===== src/rtl/rv_pkg.sv =====
// Shared definitions for the fetch stage: NOP encoding, instruction field positions and
// the fetch FSM state encoding.
package rv_pkg;

  localparam logic [31:0] NOP_INSTR = 32'h0000_0013;

  localparam int unsigned OP_MSB   = 6;
  localparam int unsigned OP_LSB   = 0;
  localparam int unsigned F3_MSB   = 14;
  localparam int unsigned F3_LSB   = 12;
  localparam int unsigned F7_BIT   = 30;
  localparam int unsigned F7_0_BIT = 25;

  typedef enum logic [1:0] {
    StIdle  = 2'd0,
    StFetch = 2'd1,
    StHold  = 2'd2
  } fetch_state_e;

endpackage


===== src/rtl/fetch_skid_buf.sv =====
// One-entry holding buffer for an {instr, pc} pair that arrived while decode was stalled.
module fetch_skid_buf
  import rv_pkg::*;
#(
  parameter int unsigned XLEN = 32
) (
  input  logic            clk_i,
  input  logic            rst_ni,
  input  logic            load_i,
  input  logic            unload_i,
  input  logic            flush_i,
  input  logic [31:0]     instr_i,
  input  logic [XLEN-1:0] pc_i,
  output logic            full_o,
  output logic [31:0]     instr_o,
  output logic [XLEN-1:0] pc_o
);

  logic            full_q, full_d;
  logic [31:0]     instr_q, instr_d;
  logic [XLEN-1:0] pc_q, pc_d;

  always_comb begin
    full_d  = full_q;
    instr_d = instr_q;
    pc_d    = pc_q;
    if (flush_i) begin
      full_d = 1'b0;
    end else if (load_i) begin
      full_d  = 1'b1;
      instr_d = instr_i;
      pc_d    = pc_i;
    end else if (unload_i) begin
      full_d = 1'b0;
    end
  end

  always_ff @(posedge clk_i) begin
    if (!rst_ni) begin
      full_q  <= 1'b0;
      instr_q <= NOP_INSTR;
      pc_q    <= '0;
    end else begin
      full_q  <= full_d;
      instr_q <= instr_d;
      pc_q    <= pc_d;
    end
  end

  assign full_o  = full_q;
  assign instr_o = instr_q;
  assign pc_o    = pc_q;

endmodule


===== src/rtl/fetch_unit.sv =====
// Instruction fetch stage with req/ack memory handshake, redirect handling and the IF/ID
// pipeline register feeding the control unit.
module fetch_unit
  import rv_pkg::*;
#(
  parameter int unsigned    XLEN     = 32,
  parameter logic [XLEN-1:0] RESET_PC = 32'h0000_0000
) (
  input  logic            clk,
  input  logic            rst_n,
  input  logic            pcSrc,
  input  logic [XLEN-1:0] pcTarget,
  input  logic            stall,
  output logic            imem_req,
  output logic [XLEN-1:0] imem_addr,
  input  logic            imem_ack,
  input  logic [31:0]     imem_rdata,
  output logic            valid,
  output logic [31:0]     instr,
  output logic [XLEN-1:0] pc,
  output logic [XLEN-1:0] pcPlus4,
  output logic [6:0]      op,
  output logic [2:0]      f3,
  output logic            f7,
  output logic            f7_0
);

  fetch_state_e    state_q, state_d;
  logic [XLEN-1:0] fetch_pc_q, fetch_pc_d;
  logic            kill_q, kill_d;
  logic [XLEN-1:0] kill_target_q, kill_target_d;
  logic            valid_q, valid_d;
  logic [31:0]     instr_q, instr_d;
  logic [XLEN-1:0] pc_q, pc_d;
  logic [XLEN-1:0] pc_plus4_q, pc_plus4_d;

  logic            skid_load, skid_unload, skid_flush, skid_full;
  logic [31:0]     skid_instr;
  logic [XLEN-1:0] skid_pc;
  logic [XLEN-1:0] target_aligned;

  assign target_aligned = pcTarget & ~XLEN'(3);

  always_comb begin
    state_d       = state_q;
    fetch_pc_d    = fetch_pc_q;
    kill_d        = kill_q;
    kill_target_d = kill_target_q;
    valid_d       = valid_q;
    instr_d       = instr_q;
    pc_d          = pc_q;
    pc_plus4_d    = pc_plus4_q;
    skid_load     = 1'b0;
    skid_unload   = 1'b0;
    skid_flush    = 1'b0;

    // Decode consumes IF/ID every unstalled cycle; a bubble follows unless refilled below.
    if (!stall) begin
      valid_d = 1'b0;
      instr_d = NOP_INSTR;
    end

    if (pcSrc) begin
      valid_d    = 1'b0;
      instr_d    = NOP_INSTR;
      skid_flush = 1'b1;
      if (state_q == StFetch && !imem_ack) begin
        // Request still in flight: let it complete, then drop its data.
        kill_d        = 1'b1;
        kill_target_d = target_aligned;
      end else begin
        fetch_pc_d = target_aligned;
        kill_d     = 1'b0;
        state_d    = StFetch;
      end
    end else begin
      unique case (state_q)
        StIdle: state_d = StFetch;
        StFetch: begin
          if (imem_ack) begin
            if (kill_q) begin
              fetch_pc_d = kill_target_q;
              kill_d     = 1'b0;
            end else if (stall) begin
              skid_load  = 1'b1;
              fetch_pc_d = fetch_pc_q + XLEN'(4);
              state_d    = StHold;
            end else begin
              valid_d    = 1'b1;
              instr_d    = imem_rdata;
              pc_d       = fetch_pc_q;
              pc_plus4_d = fetch_pc_q + XLEN'(4);
              fetch_pc_d = fetch_pc_q + XLEN'(4);
            end
          end
        end
        StHold: begin
          if (!stall && skid_full) begin
            valid_d     = 1'b1;
            instr_d     = skid_instr;
            pc_d        = skid_pc;
            pc_plus4_d  = skid_pc + XLEN'(4);
            skid_unload = 1'b1;
            state_d     = StFetch;
          end
        end
        default: state_d = StIdle;
      endcase
    end
  end

  always_ff @(posedge clk) begin
    if (!rst_n) begin
      state_q       <= StIdle;
      fetch_pc_q    <= RESET_PC;
      kill_q        <= 1'b0;
      kill_target_q <= '0;
      valid_q       <= 1'b0;
      instr_q       <= NOP_INSTR;
      pc_q          <= '0;
      pc_plus4_q    <= XLEN'(4);
    end else begin
      state_q       <= state_d;
      fetch_pc_q    <= fetch_pc_d;
      kill_q        <= kill_d;
      kill_target_q <= kill_target_d;
      valid_q       <= valid_d;
      instr_q       <= instr_d;
      pc_q          <= pc_d;
      pc_plus4_q    <= pc_plus4_d;
    end
  end

  fetch_skid_buf #(
    .XLEN(XLEN)
  ) u_skid (
    .clk_i   (clk),
    .rst_ni  (rst_n),
    .load_i  (skid_load),
    .unload_i(skid_unload),
    .flush_i (skid_flush),
    .instr_i (imem_rdata),
    .pc_i    (fetch_pc_q),
    .full_o  (skid_full),
    .instr_o (skid_instr),
    .pc_o    (skid_pc)
  );

  assign imem_req  = (state_q == StFetch);
  assign imem_addr = fetch_pc_q;

  assign valid   = valid_q;
  assign instr   = instr_q;
  assign pc      = pc_q;
  assign pcPlus4 = pc_plus4_q;
  assign op      = instr_q[OP_MSB:OP_LSB];
  assign f3      = instr_q[F3_MSB:F3_LSB];
  assign f7      = instr_q[F7_BIT];
  assign f7_0    = instr_q[F7_0_BIT];

endmodule


===== config.mk =====
export PLATFORM = sky130hd
export DESIGN_NAME = fetch_unit
export DESIGN_NICKNAME = d
export VERILOG_FILES = /design/src/rtl/rv_pkg.sv /design/src/rtl/fetch_skid_buf.sv /design/src/rtl/fetch_unit.sv
export SDC_FILE = /design/constraint.sdc
export NUM_CORES = 1
export LEC_CHECK = 0
export ABC_AREA = 1
export BUFFER_PORTS_ARGS = -buffer_cell sky130_fd_sc_hd__clkbuf_2
export CELL_PAD_IN_SITES_DETAIL_PLACEMENT = 1
export CELL_PAD_IN_SITES_GLOBAL_PLACEMENT = 1
export CORE_ASPECT_RATIO = 0.75
export CORE_UTILIZATION = 40
export DETAILED_ROUTE_END_ITERATION = 12
export MAX_ROUTING_LAYER = met4
export PLACE_DENSITY_LB_ADDON = 0.2
export SLEW_MARGIN = 20
export SYNTH_ARGS = -nofsm -noshare
export SYNTH_HDL_FRONTEND = slang
export SYNTH_HIERARCHICAL = 1
export SYNTH_SLANG_ARGS = --single-unit

===== constraint.sdc =====
create_clock -name clk -period 2.3 [get_ports clk]
set_clock_uncertainty 0.1 [all_clocks]
set_input_delay 0.23 -clock clk [delete_from_list [all_inputs] [get_ports clk]]
set_output_delay 0.23 -clock clk [all_outputs]
set_load 0.01 [all_outputs]

After elaboration in Yosys (flattened, before gate mapping)
Index checks and enable logic that the tools add are counted.

word-level totals
  word-level logic and storage cells = 93
  register bits after elaboration = 227

operators by class
  bitwise operators = 3
  muxes and demuxes = 49
  add/sub/neg operators = 2
  equality and inequality tests = 11
  reduce and logical (&&, ||, !) cells = 17

operators with widths
  operator                                                          number
  32-bit 2-to-1 mux                                                 18
  32-bit one-hot mux with 2 select lines                            3
  32-bit by 3-bit adder with 32-bit output (second input constant)  2
  1-bit 2-to-1 mux                                                  20
  2-bit 2-to-1 mux                                                  6
  3-bit != test (second input constant)                             3
  2-bit != test (second input constant)                             4
  2-bit nonzero test                                                4
  2-bit one-hot mux with 3 select lines                             1
  2-bit AND reduction                                               3
  6-bit AND reduction                                               1
  5-bit AND reduction                                               1
  2-bit OR reduction                                                2
  3-bit by 2-bit != test with 1-bit output (second input constant)  1
  1-bit NOT                                                         3
  3-bit AND reduction                                               1
  2-bit by 1-bit == test with 1-bit output (second input constant)  1
  2-bit == test (second input constant)                             1
  1-bit logical AND                                                 2
  1-bit zero test                                                   2
  2-bit zero test                                                   1
  2-bit by 1-bit != test with 1-bit output (second input constant)  1
  1-bit one-hot mux with 2 select lines                             1

Logic depth before layout (Yosys ltp)
Gate-level depths: netlist of the first run.

  depth in word-level cells = 7
  depth in mapped cells = 12

Cells and area by module
The synthesis of the first run kept the hierarchy.

by module, submodules not included
  module          area each (sq um)  times used  cells each
  fetch_unit      9245.1             1           1458
  fetch_skid_buf  2763.9             1           414

Worst setup path before layout of the first run
No wires, ideal clock.

  path kind = register -> register
  start point = register state_q[1]
  end point = register u_skid.pc_q[2], in the netlist u_skid/pc_o[2]
  clock period less this slack = 2.003 ns
  data required time = 2.087 ns
  cell stages (with the launch flop) = 11
  buffers on the path = 3
  path slack = 0.297 ns
  setup time = 0.113 ns
  arrival time = 1.791 ns
  path through = dfxtp_1 inv_1 ha_1 buf_6 nand2_1 nor4_1 buf_2 buf_2 nand3_1 nand2_1 nor2_1

on the way
  cells in the longest elaborated chain, start to end = 4

RTL lines
  what                                      RTL line              source
  start, declared                           fetch_unit.sv:28      fetch_state_e state_q, state_d;
  start signal, assigned                    fetch_unit.sv:114     state_q <= StIdle;
  start signal, assigned                    fetch_unit.sv:123     state_q <= state_d;
  2-bit by 1-bit == test with 1-bit output  -
  via imem_req                              fetch_unit.sv:14      output logic imem_req,
  1-bit 2-to-1 mux                          fetch_unit.sv:77      unique case (state_q)
  1-bit 2-to-1 mux                          fetch_unit.sv:63      if (pcSrc) begin
  via skid_load                             fetch_unit.sv:37      logic skid_load, skid_unload, skid_flush, skid_full;
  2-bit AND reduction (no line)             -
  end signal, assigned                      fetch_skid_buf.sv:46  pc_q <= pc_d;
  end, declared                             fetch_skid_buf.sv:21  logic [XLEN-1:0] pc_q, pc_d;

The timed path passes the listed nets, and every way through them passes these cells.
A chain may end at the register's enable or synchronous reset.

Worst setup path in the final report of the first run
  start point = register state_q[1]
  end point = register instr_q[14], in the netlist instr[14]

on the way
  cells in the longest elaborated chain, start to end = 2

RTL lines
  what                                                                       RTL line           source
  2-bit == test or 2-bit by 1-bit == test with 1-bit output (tied branches)  fetch_unit.sv:77
  32-bit one-hot mux with 2 select lines (*)                                 fetch_unit.sv:77
  end signal, assigned                                                       fetch_unit.sv:128  instr_q <= instr_d;
  end, declared                                                              fetch_unit.sv:33   logic [31:0] instr_q, instr_d;

Mark *: on every way between the ends. The rest lies on a longest branch, timed or not.

==> results.md, run 1 <==
* Outcome: finished, final reports clean
* Warnings, synthesis at 6
* Seq. cell area at 0.00447 mm2
* Setup crit end kind: flop
* Port buffer count at 206
* Top post-synthesis cells by count: nand2_1, nor2_1, dfxtp_1
* Syn Inst Count at 1872
* Final ANT Viol Nets at 0
* Leak at 6.11 nW
* Die span in x at 202 um
* Post-synthesis instance area at 0.0120 mm2
* Vias in the first global route at 13500
* Layout Nets at 2188
* Post-route clock period utilization at 93.1%
* Wire length per cell at 19.0 um
* Sequential area share after synthesis at 37.2%
* Die height at 152 um
* Final Max Tran Viols at 0
* Largest stage delay on the critical path at 0.33 ns
* Layout cell share with drive strength beyond 1 at 16.2%
* Yosys cell types at 41
* Pin count of the biggest net entering global routing at 148
* Fin crit period at 2.14 ns
* Area grow syn2layout at 25.2%
* Leading register cell type out of synthesis: dfxtp_1
* Worst setup SP type: flop
* Skew-Pair Late Insertion Delay at 0.56 ns
* Grt total ovfl at 0
* Pre-antenna DRT Iters at 7
* Number of flops mapped to enable cells by yosys at 0
* Ant diodes at 0
* Crit-path slowest cell: dfxtp_1
* H-tree depth at 1
* Crit path DAT at 2.50 ns
* Share of flip-flops with an asynchronous set or reset at 0%
* Drt total wl at 47.9 mm
* Ranking of synthesized cells by area: dfxtp_1, nand2_1, nor2_1
* Footprint of the multi-input gates at 0.00621 mm2
* Upper clock frequency limit at 0.467 GHz
* Clk sinks at 223
* GRT Total Usage at 31.7%
* CTS tree: built
* Crit Path Class: flop to flop
* Required @ worst endpoint at 2.66 ns
* VDD IR max at 0.498 mV
* Drt first-iter violations at 879
* Avg Vias per Cell at 5.35
* First-pass GRT wire length at 75.2 mm
* CTS Root Cell: clkbuf_16
* Top cell type's share of synthesized area at 37.2%
* Setup TNS at 0 ns
* Residual DRC at 0
* Initial antenna violation count at 0
* Vias at 13500
* Starting Density at 41.0%
* Post-synthesis register bit count at 223
* CTS clk-pin slew, worst paths at 0.06 ns
* Max-cap viol count at 0
* Worst slew pin tran at 0.727 ns
* Clock tree buffer depth at 3
* Die footprint at 0.0307 mm2
* Crit Path Max Fanout at 25
* Power per Cell Area at 684 mW/mm2
* Relative slew slack at 51.5%
* Syn Area/Cell at 6.42 um2
* Routability Congestion at 0.935
* Final HPWL DP at 32.6 mm
* Critical path cell sequence: inv_1, ha_2, buf_4, inv_4, nor3_4, buf_12, nand2_1, a21oi_1, nor2_1, a211oi_1
* Cts bufs inserted at 26
* Total power at 0.0103 W
* Fill cells at 3961
* Core area at 0.0293 mm2
* Dominant cell by count in the synthesized netlist: nand2_1
* Setup violations, final at 0
* Row count at 54
* RSZ-0062 raised after global routing: no
* Postcts setup bufs at 0
* Io pins at 211
* Final hold viol count at 0
* Leading area contributor after synthesis: dfxtp_1
* FF-to-FF setup slack at 0.16 ns
* Hold WC Path Type: input pin to flop
[kinds of logic after synthesis]
group | share of synthesized area, %
xor+xnor | 1.75
simple gates | 33.8
fa+ha+maj | 0.729
buf+inv | 11.4
compound gates | 15.1
flops | 37.2
other cells | 0.0312
[registers in the layout, indices dropped and copies added, names as in the netlist]
name and count:
state_q 2, imem_addr 30, valid 1, pc 32, kill_target_q 30, kill_q 1, pcPlus4 30, u_skid/pc_o 32
u_skid/full_o 1, u_skid/instr_o 32, instr 32
[worst max-delay path, delay by kind of cell, from the launching register on]
kind	cells	cell delay, ns
buffers and inverters	4	0.56
flip-flops	1	0.33
adder cells (fa/ha/maj)	1	0.25
AO/OA/AOI/OAI	2	0.41
AND/OR/NAND/NOR	3	0.36
[final timing paths]
check                          from                end  cells past startpoint
hold reg to reg   kill_target_q[18]  kill_target_q[18]                      2
hold / removal             imem_ack  kill_target_q[26]                      4
setup reg to reg         state_q[1]          instr[14]                     10
setup / recovery         state_q[1]          instr[14]                     10
[stage by stage]
| stage | area [um2] | worst slack, ns | util (%) | hold slack [ns] | std cells |
|---|---|---|---|---|---|
| 6_report | 15000 | 0.159 | 51.3 | 0.112 | 2524 |
| 5_1_grt | 15000 | 0.0452 | 51.3 | 0.150 | 2524 |
| 4_1_cts | 15000 | 0.0467 | 51.3 | 0.117 | 2524 |
| 3_5_place_dp | 13500 | 0.0691 | 46.2 | 0.340 | 2412 |
| 3_3_place_gp | 13500 | 0.213 | 46.2 | 0.335 | 2412 |
| 2_1_floorplan | 12000 | 0.297 | - | 0.288 | 1875 |
[cells in the final DEF (no fill, tap or decap), types with 3 or more instances in the layout]
master,count
nand2_1,482
nor2_1,277
dfxtp_1,222
clkbuf_2,205
nand3_1,185
inv_1,173
a21oi_1,127
o21ai_0,101
dlygate4sd3_1,64
buf_4,52
a31oi_1,32
clkbuf_16,27
a211oi_1,25
xor2_1,20
buf_12,14
o21a_1,10
o211ai_1,10
o21ai_1,9
clkbuf_1,8
clkbuf_8,8
nand2_2,7
nor2_4,7
nand3b_1,7
nand4_1,5
ha_1,5
inv_2,4
nor2_2,4
xnor2_1,4
conb_1,4
clkinv_2,4
inv_4,3
clkinv_1,3
nor3_1,3
o2111ai_1,3
[area by class of cell]
| cell class | count | share of cell area (%) |
|---|---|---|
| clock buffers | 43 | 5.42 |
| clock inverters | 5 | 0.191 |
| inverters | 183 | 4.62 |
| multi-input cells | 1343 | 41.3 |
| flip-flops and latches | 223 | 29.7 |
| well taps | 392 | 3.26 |
| repair buffers | 335 | 15.5 |
[per-layer routing]
layer,vias up,track usage (%),share of wire [%]
met5,-,-,0
met3,91,5.28,6.6
li1,6468,-,-
met2,438,46.3,43
met1,6514,44.4,48
met4,0,9.78,2.9
[report_power, final]
group / internal [W] / total (W) / switching, W
clock: 0.00240 / 0.00415 / 0.00174
sequential: 0.00406 / 0.00426 / 0.000204
combinational: 0.000668 / 0.00187 / 0.00121
[timing repair]
item,in CTS,in global routing
hold endpoints to repair,109,0
setup endpoints to repair,0,13
resized for setup,0,6
hold buffers,64,0
No activity file was read; power rests on OpenSTA's default activity.
==> inputs of run 2 (changes only) <==
Settings changed: CAP_MARGIN set to 10.
Clock period 2.3 ns to 2.4 ns, I/O delays scaled along.
==> run 2 against run 1 <==
Register-to-register slack lost 0.02 ns. Count of clock-buffer cells in the layout decreased by 3. Design area barely moved. Routed wire length is 0.44% lower. Cell count about the same. Maximum frequency decreased by 5.4%. Non-clock buffer count unchanged. Via count is 0.52% lower. Worst setup slack worse by 0.022 ns. Power shrank 4.0%. Hold slack worse by 0.082 ns. Highest routed layer unchanged.
==> results.md, run 2 (synthesis gave the netlist of run 1 again) <==
* Upper clock frequency limit at 0.442 GHz (-5.4%)
* FF-to-FF path depth at 10 (unchanged)
* Hold WC Path Type: input pin to flop
* Area grow syn2layout at 25.2% (about the same)
* FF-to-FF End: u_skid/pc_o[1]
* Pre-antenna DRT Iters at 6 (-1)
* Layout Nets at 2188 (unchanged)
* RSZ-0062 raised after global routing: no
* GRT Total Usage at 31.6% (-0.12 points)
* H-tree depth at 1 (unchanged)
* Residual DRC at 0 (unchanged)
* Finished Cell Area at 0.0150 mm2 (about the same)
* Relative slew slack at 50.5% (-0.98 points)
* Setup TNS at 0 ns (unchanged)
* Final ANT Viol Nets at 0 (unchanged)
* Wire length per cell at 18.9 um (-0.36%)
* Initial antenna violation count at 0 (unchanged)
* Post-route clock period utilization at 94.3% (+1.2 points)
* Fin crit period at 2.26 ns (+0.122 ns)
* Max-cap viol count at 0 (unchanged)
* Io pins at 211 (unchanged)
* Routability Congestion at 0.948 (+1.4%)
* Hold path depth at 5 (+1)
* Final Max Tran Viols at 0 (unchanged)
* Drt total wl at 47.6 mm (-0.44%)
* Min-delay src: rst_n
* Vias in the first global route at 13500 (-0.13%)
* Hold EP: imem_addr[31]
* Vias at 13400 (-0.52%)
* Core area at 0.0293 mm2 (unchanged)
* Avg Vias per Cell at 5.33 (-0.44%)
* Most common cell after layout, fill and taps aside: nand2_1
* Final hold viol count at 0 (unchanged)
* Drt first-iter violations at 1007 (+15%)
* Die footprint at 0.0307 mm2 (unchanged)
* CTS Root Cell: clkbuf_16
* Placed instance area at 0.0136 mm2 (about the same)
* CTS clk-pin slew, worst paths at 0.06 ns (about the same)
* Starting Density at 41.0% (unchanged)
* Worst setup SP type: flop
* Clock tree buffer depth at 3 (unchanged)
* CTS tree: built
* Row count at 54 (unchanged)
* Die span in x at 202 um (unchanged)
* Outcome: finished, final reports clean
* Commonest non-fill, non-tap cells in the layout: nand2_1, nor2_1, dfxtp_1
* Leak at 6.10 nW (about the same)
* Setup crit end kind: flop
* VDD IR max at 0.405 mV (-19%)
* Pin count of the biggest net entering global routing at 148 (unchanged)
* Crit Path Max Fanout at 43 (+72%)
* Clk sinks at 223 (unchanged)
* Grt total ovfl at 0 (unchanged)
* Cts bufs inserted at 26 (unchanged)
* R2R Path Start: state_q[1]
* Port buffer count at 206 (unchanged)
* Crit Path Class: flop to flop
* Crit path DAT at 2.60 ns (+0.10 ns)
* Ant diodes at 0 (unchanged)
* Skew-Pair Late Insertion Delay at 0.54 ns (-0.02 ns)
* First-pass GRT wire length at 75.2 mm (about the same)
* FF-to-FF setup slack at 0.14 ns (-0.02 ns)
* Final HPWL DP at 32.9 mm (+0.97%)
* Power per Cell Area at 657 mW/mm2 (-4.0%)
* Die height at 152 um (unchanged)
* Layout cell share with drive strength beyond 1 at 16.2% (-0.032 points)
* Worst slew pin tran at 0.742 ns (+0.0148 ns)
* Required @ worst endpoint at 2.74 ns (+0.08 ns)
* Setup violations, final at 0 (unchanged)
[run 2: where the power goes]
group          internal [W]  switching (W)  total [W]
registers           0.00389       0.000192    0.00408
logic              0.000646        0.00116    0.00180
clock network       0.00234        0.00165    0.00399
[run 2: per-layer routing]
layer | global-route usage [%] | vias up | share of wire (%)
met4 | 7.90 | 0 | 2.3
met3 | 3.26 | 71 | 5.8
met1 | 45.0 | 6535 | 48
li1 | - | 6458 | -
met2 | 47.5 | 377 | 44
met5 | - | - | 0
[run 2: how the worst max path moves through the flow]
| stage | startpoint | endpoint |
|---|---|---|
| floorplan | state_q[1] | u_skid/pc_o[2] |
| global placement | state_q[1] | imem_addr[21] |
| detailed placement | state_q[1] | imem_addr[24] |
| CTS | state_q[1] | imem_addr[24] |
| global route | state_q[0] | pcPlus4[2] |
| finish | state_q[1] | u_skid/pc_o[1] |
[run 2: area by class of cell]
cell class | instances | area (um2)
Tap cell | 392 | 490
Inverter | 183 | 694
Fill cell | 4003 | 14300
Multi-Input combinational cell | 1343 | 6210
Clock buffer | 40 | 785
Clock inverter | 6 | 60.1
Sequential cell | 223 | 4460
Timing Repair Buffer | 335 | 2340
[run 2: repair_timing]
action	CTS	global route
resized for setup	0	4
endpoints found under the setup margin	0	49
hold buffers	62	0
hold endpoints to repair	96	0
buffers inserted	0	1
[run 2: critical path, cell delays in order (launching register included)]
cell and delay, ns:
dfxtp_1 0.34, inv_1 0.12, ha_2 0.26, buf_4 0.19, nand2_1 0.10, nor4_2 0.23, buf_4 0.26, buf_12 0.25
nand3_1 0.13, nand2_1 0.10, nor2_1 0.05
[run 2: per-stage QoR]
step / total power, W / setup slack (ns) / utilization, % / hold WS [ns] / cells
final: 0.00987 / 0.136 / 51.3 / 0.0299 / 2522
after global routing: 0.0102 / 0.0189 / 51.3 / 0.0557 / 2522
after CTS: 0.00990 / 0.0929 / 51.2 / 0.0504 / 2521
after detailed placement: 0.00584 / 0.109 / 46.2 / 0.341 / 2413
after global placement: 0.00579 / 0.182 / 46.2 / 0.335 / 2413
after floorplan: 0.00504 / 0.397 / - / 0.298 / 1875
